`config.mk`:
```
export PLATFORM = sky130hd
export DESIGN_NAME = tile_painter
export DESIGN_NICKNAME = d
export VERILOG_FILES = /design/src/rtl/tile_painter.sv
export SDC_FILE = /design/constraint.sdc
export NUM_CORES = 1
export LEC_CHECK = 0
export BUFFER_PORTS_ARGS = -buffer_cell sky130_fd_sc_hd__clkbuf_2
export CAP_MARGIN = 20
export CORE_MARGIN = 3
export CORE_UTILIZATION = 30
export DETAILED_ROUTE_END_ITERATION = 16
export PLACE_DENSITY_LB_ADDON = 0.1
export SLEW_MARGIN = 10
export SYNTH_ARGS = -nofsm -noshare
export SYNTH_HDL_FRONTEND = slang
export SYNTH_SLANG_ARGS = --single-unit
```
`constraint.sdc`:
```
create_clock -name clk -period 2.7 [get_ports clk]
set_clock_uncertainty 0.1 [all_clocks]
set_input_delay 0 -clock clk [delete_from_list [all_inputs] [get_ports clk]]
set_output_delay 0 -clock clk [all_outputs]
set_load 0.05 [all_outputs]
```
`src/rtl/tile_painter.sv`:
```
`default_nettype none
// ============================================================================
// Module   : tile_painter
// Purpose  : Draws one map tile as a solid RGB565 block over an 8080-style
//            8-bit LCD write bus, then pulses cmd_done back to the scanner.
// Revision : 1.0 - initial release
// ============================================================================
module tile_painter #(
    parameter int TILE_PX = 20
) (
    input  logic       clk,
    input  logic       nrst,
    input  logic       diff,
    input  logic [3:0] x,
    input  logic [3:0] y,
    input  logic [2:0] obj_code,
    output logic       cmd_done,
    output logic       busy,
    output logic       lcd_csx,
    output logic       lcd_dcx,
    output logic       lcd_wrx,
    output logic [7:0] lcd_dat
);

    localparam logic [1:0] S_IDLE  = 2'd0;
    localparam logic [1:0] S_WR_LO = 2'd1;
    localparam logic [1:0] S_WR_HI = 2'd2;
    localparam logic [1:0] S_DONE  = 2'd3;

    localparam int         c_npix     = TILE_PX * TILE_PX;
    localparam int         c_pw       = (c_npix > 1) ? $clog2(c_npix) : 1;
    localparam logic [c_pw-1:0] c_pix_last = c_pw'(c_npix - 1);
    localparam logic [15:0] c_tile    = 16'(TILE_PX);
    // Header index 11 marks the pixel section of the byte stream.
    localparam logic [3:0] c_hdr_pix  = 4'd11;
    localparam logic [3:0] c_max_row  = 4'd11;

    logic [1:0]      r_state;
    logic [1:0]      w_next;
    logic [3:0]      r_x;
    logic [3:0]      r_y;
    logic [15:0]     r_color;
    logic [3:0]      r_hdr;
    logic [c_pw-1:0] r_pix;
    logic            r_phase;

    logic [15:0]     w_pal;
    logic [15:0]     w_xs;
    logic [15:0]     w_xe;
    logic [15:0]     w_ys;
    logic [15:0]     w_ye;
    logic [7:0]      w_byte;
    logic            w_dcx;
    logic            w_last;
    logic            w_accept;

    assign w_accept = (r_state == S_IDLE) && diff;
    assign w_last   = (r_hdr == c_hdr_pix) && (r_pix == c_pix_last) && r_phase;

    always_comb begin
        w_pal = 16'hFFFF;
        case (obj_code)
            3'd0:    w_pal = 16'h0000;
            3'd1:    w_pal = 16'h07E0;
            3'd2:    w_pal = 16'h03E0;
            3'd3:    w_pal = 16'hF800;
            3'd4:    w_pal = 16'h001F;
            default: w_pal = 16'hFFFF;
        endcase
    end

    assign w_xs = {12'd0, r_x} * c_tile;
    assign w_xe = w_xs + c_tile - 16'd1;
    assign w_ys = {12'd0, r_y} * c_tile;
    assign w_ye = w_ys + c_tile - 16'd1;

    always_comb begin
        w_byte = 8'h00;
        case (r_hdr)
            4'd0:    w_byte = 8'h2A;
            4'd1:    w_byte = w_xs[15:8];
            4'd2:    w_byte = w_xs[7:0];
            4'd3:    w_byte = w_xe[15:8];
            4'd4:    w_byte = w_xe[7:0];
            4'd5:    w_byte = 8'h2B;
            4'd6:    w_byte = w_ys[15:8];
            4'd7:    w_byte = w_ys[7:0];
            4'd8:    w_byte = w_ye[15:8];
            4'd9:    w_byte = w_ye[7:0];
            4'd10:   w_byte = 8'h2C;
            default: w_byte = r_phase ? r_color[7:0] : r_color[15:8];
        endcase
    end

    assign w_dcx = !((r_hdr == 4'd0) || (r_hdr == 4'd5) || (r_hdr == 4'd10));

    // State register
    always_ff @(posedge clk or negedge nrst) begin
        if (!nrst) begin
            r_state <= S_IDLE;
        end else begin
            r_state <= w_next;
        end
    end

    // Next-state logic
    always_comb begin
        w_next = r_state;
        case (r_state)
            S_IDLE: begin
                if (diff) begin
                    w_next = (y > c_max_row) ? S_DONE : S_WR_LO;
                end
            end
            S_WR_LO: w_next = S_WR_HI;
            S_WR_HI: w_next = w_last ? S_DONE : S_WR_LO;
            S_DONE:  w_next = S_IDLE;
            default: w_next = S_IDLE;
        endcase
    end

    // Request latch and byte-stream position; advances once per WR_HI cycle.
    always_ff @(posedge clk or negedge nrst) begin
        if (!nrst) begin
            r_x     <= 4'd0;
            r_y     <= 4'd0;
            r_color <= 16'h0000;
            r_hdr   <= 4'd0;
            r_pix   <= '0;
            r_phase <= 1'b0;
        end else if (w_accept) begin
            r_x     <= x;
            r_y     <= y;
            r_color <= w_pal;
            r_hdr   <= 4'd0;
            r_pix   <= '0;
            r_phase <= 1'b0;
        end else if ((r_state == S_WR_HI) && !w_last) begin
            if (r_hdr != c_hdr_pix) begin
                r_hdr <= r_hdr + 4'd1;
            end else if (!r_phase) begin
                r_phase <= 1'b1;
            end else begin
                r_phase <= 1'b0;
                r_pix   <= r_pix + 1'b1;
            end
        end
    end

    // Output decode; bus data only moves when the counters move on WR_LO entry.
    always_comb begin
        lcd_csx  = 1'b1;
        lcd_wrx  = 1'b1;
        lcd_dcx  = 1'b1;
        lcd_dat  = 8'h00;
        cmd_done = 1'b0;
        busy     = 1'b0;
        case (r_state)
            S_WR_LO: begin
                lcd_csx = 1'b0;
                lcd_wrx = 1'b0;
                lcd_dcx = w_dcx;
                lcd_dat = w_byte;
                busy    = 1'b1;
            end
            S_WR_HI: begin
                lcd_csx = 1'b0;
                lcd_dcx = w_dcx;
                lcd_dat = w_byte;
                busy    = 1'b1;
            end
            S_DONE: begin
                cmd_done = 1'b1;
                busy     = 1'b1;
            end
            default: ;
        endcase
    end

endmodule
`default_nettype wire

```
==> reports/qor.log <==
INFO  routing        drc_errors=0
INFO  power          p_leak=1.379nW
INFO  timing         max_slew_margin=0.5070
INFO  critical_path  setup.worst_path.start_class=flop
INFO  synth          number_of_flops_mapped_to_enable_cells_by_yosys=0
INFO  timing         final_worst_hold_slack=202.2ps
INFO  finish         layout.core_utilization=0.4130
INFO  global_route   first_global_vias=1989
INFO  clock_network  clk_latency=280ps
INFO  finish         share_of_final_layout_standard_cells_stronger_than_drive_strength_1=0.2387
INFO  finish         stdcell_area=0.002868mm^2
INFO  routing        detail_route.wirelength=5939um
INFO  finish         layout-area-overhead-vs-synth=31.20%
INFO  die            row_count=30
INFO  critical_path  end_kind=primary output
INFO  synth          yosysUniqueCellTypes=49
INFO  clock_network  cts_root_buf=clkbuf_8
INFO  placement      place_ws=72.07ps
INFO  synth          synth_top_area_cell=dfrtp_1
INFO  routing        dr.first_iter.drc_count=54
INFO  synth          sequential_area_share_after_synthesis=0.3205
INFO  timing         final-hold-violation-count=0
INFO  synth          yosys_warnings=0
INFO  clock_network  cts_sinks=28
INFO  routing        wl_per_cell=14.63um
INFO  synth          ys_ff_latch=28
INFO  clock_network  cts.path.max_buffers=2
INFO  finish         antenna-diode-count=0
INFO  finish         nFillCells=709
INFO  synth          avgSynthCellArea=8.505um^2
INFO  min_path       worstHoldPathType=primary input to async pin
INFO  placement      globalplace.congestion=0.7951
INFO  timing         layout_min_cycle_time=2735ps
INFO  synth          syn_inst=257
INFO  routing        dr_total_vias=2051
INFO  synth          synth.net_count=293
INFO  synth          synth_async_sr_flop_share=1.000
INFO  clock_network  cts_htree_levels=1
INFO  finish         final_cells=406
INFO  power          power.total=725.3uW
INFO  global_route   grt_util_all_layers=0.1435
INFO  critical_path  worstSetupPathType=flop to primary output
INFO  timing         report.final.slew_viol_count=0
INFO  die            area_of_the_core=0.006944mm^2
INFO  placement      dpl.cell_count=382
INFO  timing         timing.final.ws_setup=-35.32ps
INFO  power          powerDensity=252.9mW/mm^2
INFO  placement      buffer_ports.inserted=26
INFO  timing         finalSetupViolations=3
INFO  die            num_io_pins=27
INFO  global_route   antenna_found_initial=0
INFO  power          irDropWorstVdd=178.3uV
INFO  timing         timing.fmax=0.3656GHz
INFO  die            die_h=91.36um
INFO  global_route   grt_start_max_net_pins=29
INFO  global_route   grt_pass1_wl=9922um
INFO  finish         fin_nets=347
INFO  outcome        violated_checks=setup timing
INFO  critical_path  peak_fanout_along_the_critical_path=2
INFO  synth          yosysTopAreaCellShare=0.3205
INFO  outcome        status=finished with violations
INFO  synth          synth_area=0.002186mm^2
INFO  clock_network  cts-buffers-inserted=3
INFO  placement      dp_hpwl=4306um
INFO  routing        firstDrtPassIters=4
INFO  run            max_cap_violations=0
INFO  critical_path  worst-endpoint-arrival=2640ps
INFO  routing        vias_per_cell=5.052
INFO  die            floorplan.initialDensity=0.3148
INFO  routing        postRouteAntennaNets=0
INFO  critical_path  worstPathRequired=2600ps
INFO  timing         setup-tns-final=-50.12ps
INFO  global_route   globalRoute.totalOverflow=0
INFO  synth          synth_flop_cell=dfrtp_1
INFO  clock_network  tritoncts_clock_tree=built
INFO  die            floorplan.die_area=0.008347mm^2
INFO  timing         grt_setup_unrepaired=yes
INFO  timing         layout_worst_path_cycle_share=1.013
INFO  timing         tightest_slew=739.5ps
INFO  placement      post_dp_cell_area=0.002521mm^2
INFO  die            die_width=91.36um
INFO  clock_network  clk_pin_slew=100ps
INFO  synth          yosys-top-cells-area=dfrtp_1, ha_1, nand2_1
[report_power, final]
part / total [mW] / leakage [nW] / switching [mW] / internal (mW)
Clock: 0.267 / 0.0288 / 0.136 / 0.131
Sequential: 0.419 / 0.356 / 0 / 0.419
Combinational: 0.0391 / 0.994 / 0.0179 / 0.0213
Total: 0.725 / 1.38 / 0.154 / 0.571
[kinds of logic (layout without fill, tap and decap cells)]
family          Yosys count  after routing  synth area share
flops                    28             28            0.3205
mux                       4              4           0.01889
xor+xnor                  8              8           0.03206
buf+inv                  25             78           0.04408
compound gates           64             64            0.1975
simple gates            106            106            0.2542
fa+ha+maj                22             22            0.1328
[critical path, stage by stage, from the launching register on]
cell and delay, ps:
dfrtp_1 390, ha_1 300, ha_2 190, fa_2 550, buf_4 120, nand2_2 50, o211a_1 210, o211ai_1 210
a41oi_2 170, buf_8 180
[sequential cells by signal, indices dropped and copies added, names as in the netlist]
name and count:
r_state 2, r_phase 1, r_pix 9, r_y 4, r_x 4, r_color 4, r_hdr 4
[final cells by class]
cell class,instances,area (um^2),area share
Multi-Input combinational cell,204,1474,0.5140
Clock buffer,4,55.05,0.01920
Sequential cell,28,700.7,0.2443
Inverter,13,48.80,0.01702
Tap cell,96,120.1,0.04188
Timing Repair Buffer,61,469.2,0.1636
[metal layers]
metal  share of wire  GRT usage  up-vias
li1                -          -     1048
met1            0.52     0.2121      966
met2            0.45     0.2281       35
met3           0.026    0.01077        2
met4          0.0049    0.03015        0
met5               0          0        -
[Yosys cell counts (2+ instances only)]
cell type / count
a211oi_1: 2
a21o_1: 3
a21oi_1: 15
a221oi_1: 2
a22oi_1: 3
a31oi_1: 6
a41oi_1: 2
and2_1: 2
and3b_1: 6
buf_2: 2
clkbuf_1: 10
dfrtp_1: 28
fa_1: 2
ha_1: 20
inv_1: 13
mux2i_1: 3
nand2_1: 42
nand3_1: 7
nand3b_1: 4
nand4_1: 4
nor2_1: 14
nor2b_1: 4
nor3_1: 3
o211a_1: 3
o21ai_0: 11
o31ai_1: 8
o41ai_1: 2
or2_2: 3
or3_1: 3
or4_1: 5
xnor2_1: 5
xor2_1: 3
[layout by cell type, fill, tap and decap left out, drive strengths merged, types with 3 or more instances in the layout]
cell	instances
nand2	42
dfrtp	28
clkbuf	27
buf	23
ha	20
dlygate4sd3	15
a21oi	15
nor2	14
inv	13
o21ai	11
o31ai	8
nand3	7
and3b	6
a31oi	6
or4	5
xnor2	5
nand3b	4
nor2b	4
nand4	4
nor3	3
or2	3
a21o	3
a22oi	3
or3	3
o211a	3
xor2	3
mux2i	3
and2	3
[worst paths after layout]
check                            from    endpoint  slack [ps]  depth (start not counted)
max in group asynchronous        nrst      r_x[0]        1820                          2
setup / recovery               r_x[1]  lcd_dat[0]         -40                          9
setup reg to reg           r_state[0]    r_pix[7]         340                          6
min in group clk                 y[1]      r_y[1]         360                          4
hold reg to reg            r_color[4]  r_color[4]         390                          2
hold / removal                   nrst    r_pix[3]         200                          2
[repair_timing]
| item | in CTS | in global routing |
|---|---|---|
| resized for setup | 18 | 9 |
| setup endpoints to repair | 4 | 6 |
| endpoints found under the hold margin | 41 | 0 |
| hold buffers | 15 | 0 |
| setup buffers | 4 | 1 |
| pin swaps | 12 | 9 |
Power figures use the tool's default switching activity.
